## config.mk

```make
export PLATFORM = sky130hd
export DESIGN_NAME = fetch_stage
export DESIGN_NICKNAME = d
export VERILOG_FILES = /design/src/rtl/fetch_stage_pkg.sv /design/src/rtl/fetch_stage_if_id_reg.sv /design/src/rtl/fetch_stage.sv
export SDC_FILE = /design/constraint.sdc
export NUM_CORES = 1
export LEC_CHECK = 0
export ABC_AREA = 1
export CORE_MARGIN = 3
export CORE_UTILIZATION = 40
export CTS_CLUSTER_SIZE = 8
export DETAILED_ROUTE_END_ITERATION = 8
export PLACE_DENSITY = 0.74
export SYNTH_ARGS = -nofsm -noshare
export SYNTH_HDL_FRONTEND = slang
export SYNTH_SLANG_ARGS = --single-unit
```

## constraint.sdc

```tcl
create_clock -name clk -period 4 [get_ports clk]
set_clock_uncertainty 0.2 [all_clocks]
set_input_delay 1.2 -clock clk [delete_from_list [all_inputs] [get_ports clk]]
set_output_delay 1.2 -clock clk [all_outputs]
set_load 0.01 [all_outputs]
```

## src/rtl/fetch_stage_pkg.sv

```systemverilog
// Shared definitions for the instruction-fetch stage: word width, reset
// defaults and the fetch FSM encoding.
package fetch_stage_pkg;

    localparam int unsigned WORD_W = 32;

    localparam logic [WORD_W-1:0] RESET_PC_DEF  = 32'h0000_0000;
    localparam logic [WORD_W-1:0] NOP_INSTR_DEF = 32'h0000_0000;
    localparam logic [WORD_W-1:0] PC_STEP       = 32'd4;

    typedef enum logic {
        ST_BOOT  = 1'b0,
        ST_FETCH = 1'b1
    } fetch_state_e;

endpackage

```

## src/rtl/fetch_stage_if_id_reg.sv

```systemverilog
// IF/ID pipeline register. Squash wins over load and over hold; on squash
// only the valid bit and instruction change, PC+4 keeps its last value.
module if_id_reg
    import fetch_stage_pkg::*;
#(
    parameter logic [WORD_W-1:0] NOP_INSTR = NOP_INSTR_DEF
) (
    input  logic              clk,
    input  logic              rst,
    input  logic              load_i,
    input  logic              squash_i,
    input  logic [WORD_W-1:0] instr_i,
    input  logic [WORD_W-1:0] pcplus4_i,
    output logic [WORD_W-1:0] instr_o,
    output logic [WORD_W-1:0] pcplus4_o,
    output logic              valid_o
);

    logic [WORD_W-1:0] instr_q, instr_d;
    logic [WORD_W-1:0] pcplus4_q, pcplus4_d;
    logic              valid_q, valid_d;

    always_comb begin
        instr_d   = instr_q;
        pcplus4_d = pcplus4_q;
        valid_d   = valid_q;
        if (squash_i) begin
            instr_d = NOP_INSTR;
            valid_d = 1'b0;
        end else if (load_i) begin
            instr_d   = instr_i;
            pcplus4_d = pcplus4_i;
            valid_d   = 1'b1;
        end
    end

    always_ff @(posedge clk or posedge rst) begin
        if (rst) begin
            instr_q   <= NOP_INSTR;
            pcplus4_q <= '0;
            valid_q   <= 1'b0;
        end else begin
            instr_q   <= instr_d;
            pcplus4_q <= pcplus4_d;
            valid_q   <= valid_d;
        end
    end

    assign instr_o   = instr_q;
    assign pcplus4_o = pcplus4_q;
    assign valid_o   = valid_q;

endmodule

```

## src/rtl/fetch_stage.sv

```systemverilog
// Instruction-fetch stage: PC register, PC+4 adder, fetch FSM and the
// instruction-memory request feeding the IF/ID register.
//
//   state    | meaning
//   ---------+-------------------------------------------------------------
//   ST_BOOT  | single idle cycle after reset release, no imem request
//   ST_FETCH | fetching at pc_q every cycle; left only through reset
module fetch_stage
    import fetch_stage_pkg::*;
#(
    parameter logic [WORD_W-1:0] RESET_PC  = RESET_PC_DEF,
    parameter logic [WORD_W-1:0] NOP_INSTR = NOP_INSTR_DEF
) (
    input  logic              clk,
    input  logic              rst,
    input  logic              stall_id,
    input  logic              redirect_valid,
    input  logic [WORD_W-1:0] redirect_pc,
    output logic              imem_req,
    output logic [WORD_W-1:0] imem_addr,
    input  logic [WORD_W-1:0] imem_data,
    input  logic              imem_ready,
    output logic [WORD_W-1:0] id_instr,
    output logic [WORD_W-1:0] id_pcplus4,
    output logic              id_valid,
    output logic              misalign_err
);

    fetch_state_e      state_q, state_d;
    logic [WORD_W-1:0] pc_q, pc_d;
    logic [WORD_W-1:0] pcplus4;
    logic              misalign_q, misalign_d;
    logic              load, squash;

    assign pcplus4 = pc_q + PC_STEP;

    always_comb begin
        state_d    = state_q;
        pc_d       = pc_q;
        load       = 1'b0;
        squash     = 1'b0;
        misalign_d = misalign_q | (redirect_valid & (|redirect_pc[1:0]));

        unique case (state_q)
            ST_BOOT:  state_d = ST_FETCH;
            ST_FETCH: state_d = ST_FETCH;
            default:  state_d = ST_FETCH;
        endcase

        // A redirect is honoured even in BOOT so a target issued right after
        // reset is not lost.
        if (redirect_valid) begin
            pc_d   = {redirect_pc[WORD_W-1:2], 2'b00};
            squash = 1'b1;
        end else if (state_q == ST_FETCH && !stall_id) begin
            if (imem_ready) begin
                load = 1'b1;
                pc_d = pcplus4;
            end else begin
                squash = 1'b1;
            end
        end
    end

    always_ff @(posedge clk or posedge rst) begin
        if (rst) begin
            state_q    <= ST_BOOT;
            pc_q       <= RESET_PC;
            misalign_q <= 1'b0;
        end else begin
            state_q    <= state_d;
            pc_q       <= pc_d;
            misalign_q <= misalign_d;
        end
    end

    if_id_reg #(
        .NOP_INSTR (NOP_INSTR)
    ) u_if_id (
        .clk       (clk),
        .rst       (rst),
        .load_i    (load),
        .squash_i  (squash),
        .instr_i   (imem_data),
        .pcplus4_i (pcplus4),
        .instr_o   (id_instr),
        .pcplus4_o (id_pcplus4),
        .valid_o   (id_valid)
    );

    assign imem_req     = (state_q == ST_FETCH);
    assign imem_addr    = pc_q;
    assign misalign_err = misalign_q;

endmodule
```

==> results.tsv <==
metric	value	unit
Port Buffers	163	
# resized after CTS	0	
crit end category	output port	
fin crit share	71.10	%
Slew @ Worst Pin	1.045	ns
Core ar.	11080	um^2
Post-Layout Cell Count	931	
Clock Tree Buf Depth	2	
CP Class	reg -> out	
capturing point of the worst reg2reg path	u_if_id.pcplus4_o[24]	
H-tree lvl count	3	
# diodes	0	
most common flop cell mapped by yosys	dfrtp_1	
post-layout power	2.719	mW
Clock Pin Slew Worst Setup and Hold Paths	0.06	ns
most frequent cells in the layout	nand2_1, clkdlybuf4s50_1, dfrtp_1	
clock network fraction of total power	36.6	%
post-route minimum period	2.844	ns
Placed Cells	915	
post-route setup slack	1.156	ns
Pint	1.998	mW
hold endpoint	u_if_id.pcplus4_o[3]	
final net count	856	
worst endpoint required time	2.60	ns
via count	4543	
CP delay by family, top	buffers and inverters	
Hold Fails Final Rpt	0	
Post-CTS Setup Bufs	0	
Worst-Skew Late Latency	0.35	ns
die area	12910	um^2
RSZ-0062 raised after global routing	no	
EDFF count, synth	0	
Num CTS Buffers	9	
Antenna Violating Nets Remaining	0	
gate count after technology mapping	625	
share of flip-flops with an asynchronous set or reset	100.0	%
DP HPWL	10070	um
Die W	113.6	um
WP buf/inv	1	
Combinational Power Share	20.7	%
Worst path slowest cell	clkdlybuf4s50_1	
synth unique cells	24	
dpl ws	0.8852	ns
post-route setup TNS	0	ns
# rows	38	
Post-Syn Area	4632	um^2
CTS hold repair buffers	0	
Avg Synthesized Cell Area	7.411	um^2
most common cell after layout, fill and taps aside	nand2_1	
Max Slew Vio Count	0	
maximum vdd ir drop	0.0002588	V
number of max-cap violations	0	
vias per inst	4.880	
Psw	721.3	uW
GR Overflow Total	0	
Pre-Repair DR Iteration Count	5	
Seq pwr share	42.7	%
Hold Startpoint	u_if_id.pcplus4_o[3]	
pin count of the biggest net entering global routing	63	
Hold WS	0.2767	ns
DR iter-0 viols	218	
hold path depth	2	
routed len/inst	14.59	um
CTS tree	yes	
Finished Cell Area	6760	um^2
slowest stage delay, CP	0.60	ns
R2R Setup Slk	2.10	ns
dpl cell area	6414	um^2
Ys Warns	0	
max_slew headroom	30.30	%
clk sinks	95	
pwr/cell area	402.3	nW/um^2
final WL	13580	um
Hold Path Class	reg -> reg	
worst path cell trace	clkdlybuf4s50_1	
Yosys top cell by area	dfrtp_1	
vias in the first global route	4627	
status	completed	
Layout Utilization	61.02	%
FF+latch count, synth	95	
Finish-stage setup viols	0	
Sw Share	26.52	%
Clock Root Buffer	clkbuf_16	
WP data arrival	1.44	ns
Total Routing Usage GR	22.02	%
fmax	351.6	MHz
RR Startpoint	imem_addr[3]	
Residual DRC	0	
Setup crit start kind	register	
Leak Pwr	3.191	nW
Initial Util	41.81	%
Layout area overhead	45.95	%
die height	113.6	um
# IOs	168	
global placement routability congestion	0.8631	
r2r worst-path depth	8	
share of cells above drive strength 1	5.689	%
top post-synthesis cells by area	dfrtp_1, nand2_1, inv_1, o21ai_0, nand3_1	
sequential-to-total area share from yosys stat	51.32	%
initial antenna violation count	0	
first-pass GRT wire length	22650	um
critical path peak fanout	7	
post-synth top area share	51.32	%
-- Yosys cell counts (all sizes together), types with 2 or more instances --
cell type,count
nand2,262
dfrtp,95
inv,88
o21ai,50
nor2,46
nand3,40
buf,16
clkbuf,7
o211ai,6
o21bai,4
xor2,3
a21oi,2
conb,2
-- layout make-up --
cell class	count	area (um^2)
Inverter	88	332.8
Clock buffer	10	239.0
Timing Repair Buffer	170	1697
Multi-Input combinational cell	422	1832
Sequential cell	95	2377
Tap cell	140	175.2
Fill cell	1026	4318
Clock inverter	6	107.6
-- worst max path at each step --
stage | start | to | slack, ns | cells past startpoint
after floorplan | rst | imem_addr[10] | 0.12 | 1
after global placement | stall_id | u_if_id.instr_o[30] | 0.97 | 3
after detailed placement | stall_id | u_if_id.instr_o[31] | 0.89 | 3
after CTS | imem_addr[4] | imem_addr[4] | 1.16 | 1
after global routing | stall_id | u_if_id.instr_o[11] | 1.10 | 3
final | imem_addr[4] | imem_addr[4] | 1.16 | 1
-- per-layer routing --
| layer | vias up | track usage [%] | share of wire, % |
|---|---|---|---|
| met5 | - | 0 | 0 |
| met4 | 0 | 6.891 | 1.5 |
| met3 | 17 | 7.958 | 10 |
| met2 | 187 | 35.45 | 46 |
| met1 | 2123 | 27.80 | 42 |
| li1 | 2216 | - | - |
-- power groups by stage --
stage	combinational [mW]	sequential, mW	clock, mW
floorplan	0.186	1.21	0
global placement	0.559	1.18	0
finish	0.564	1.16	0.995
CTS	0.573	1.16	1.01
global route	0.623	1.18	1.04
detailed placement	0.567	1.18	0
-- flip-flops by register name (all words and copies together), names as in the netlist --
name,cells
u_if_id.instr_o,32
imem_addr,30
u_if_id.pcplus4_o,30
imem_req,1
misalign_err,1
u_if_id.valid_o,1
-- cells by family after synthesis --
kind of cell	share of synthesized area (%)
compound gates	7.239
xor+xnor	0.7565
fa+ha+maj	0.2701
buf+inv	9.562
flops	51.32
other cells	0.1621
simple gates	30.69
Power figures use the tool's default switching activity.
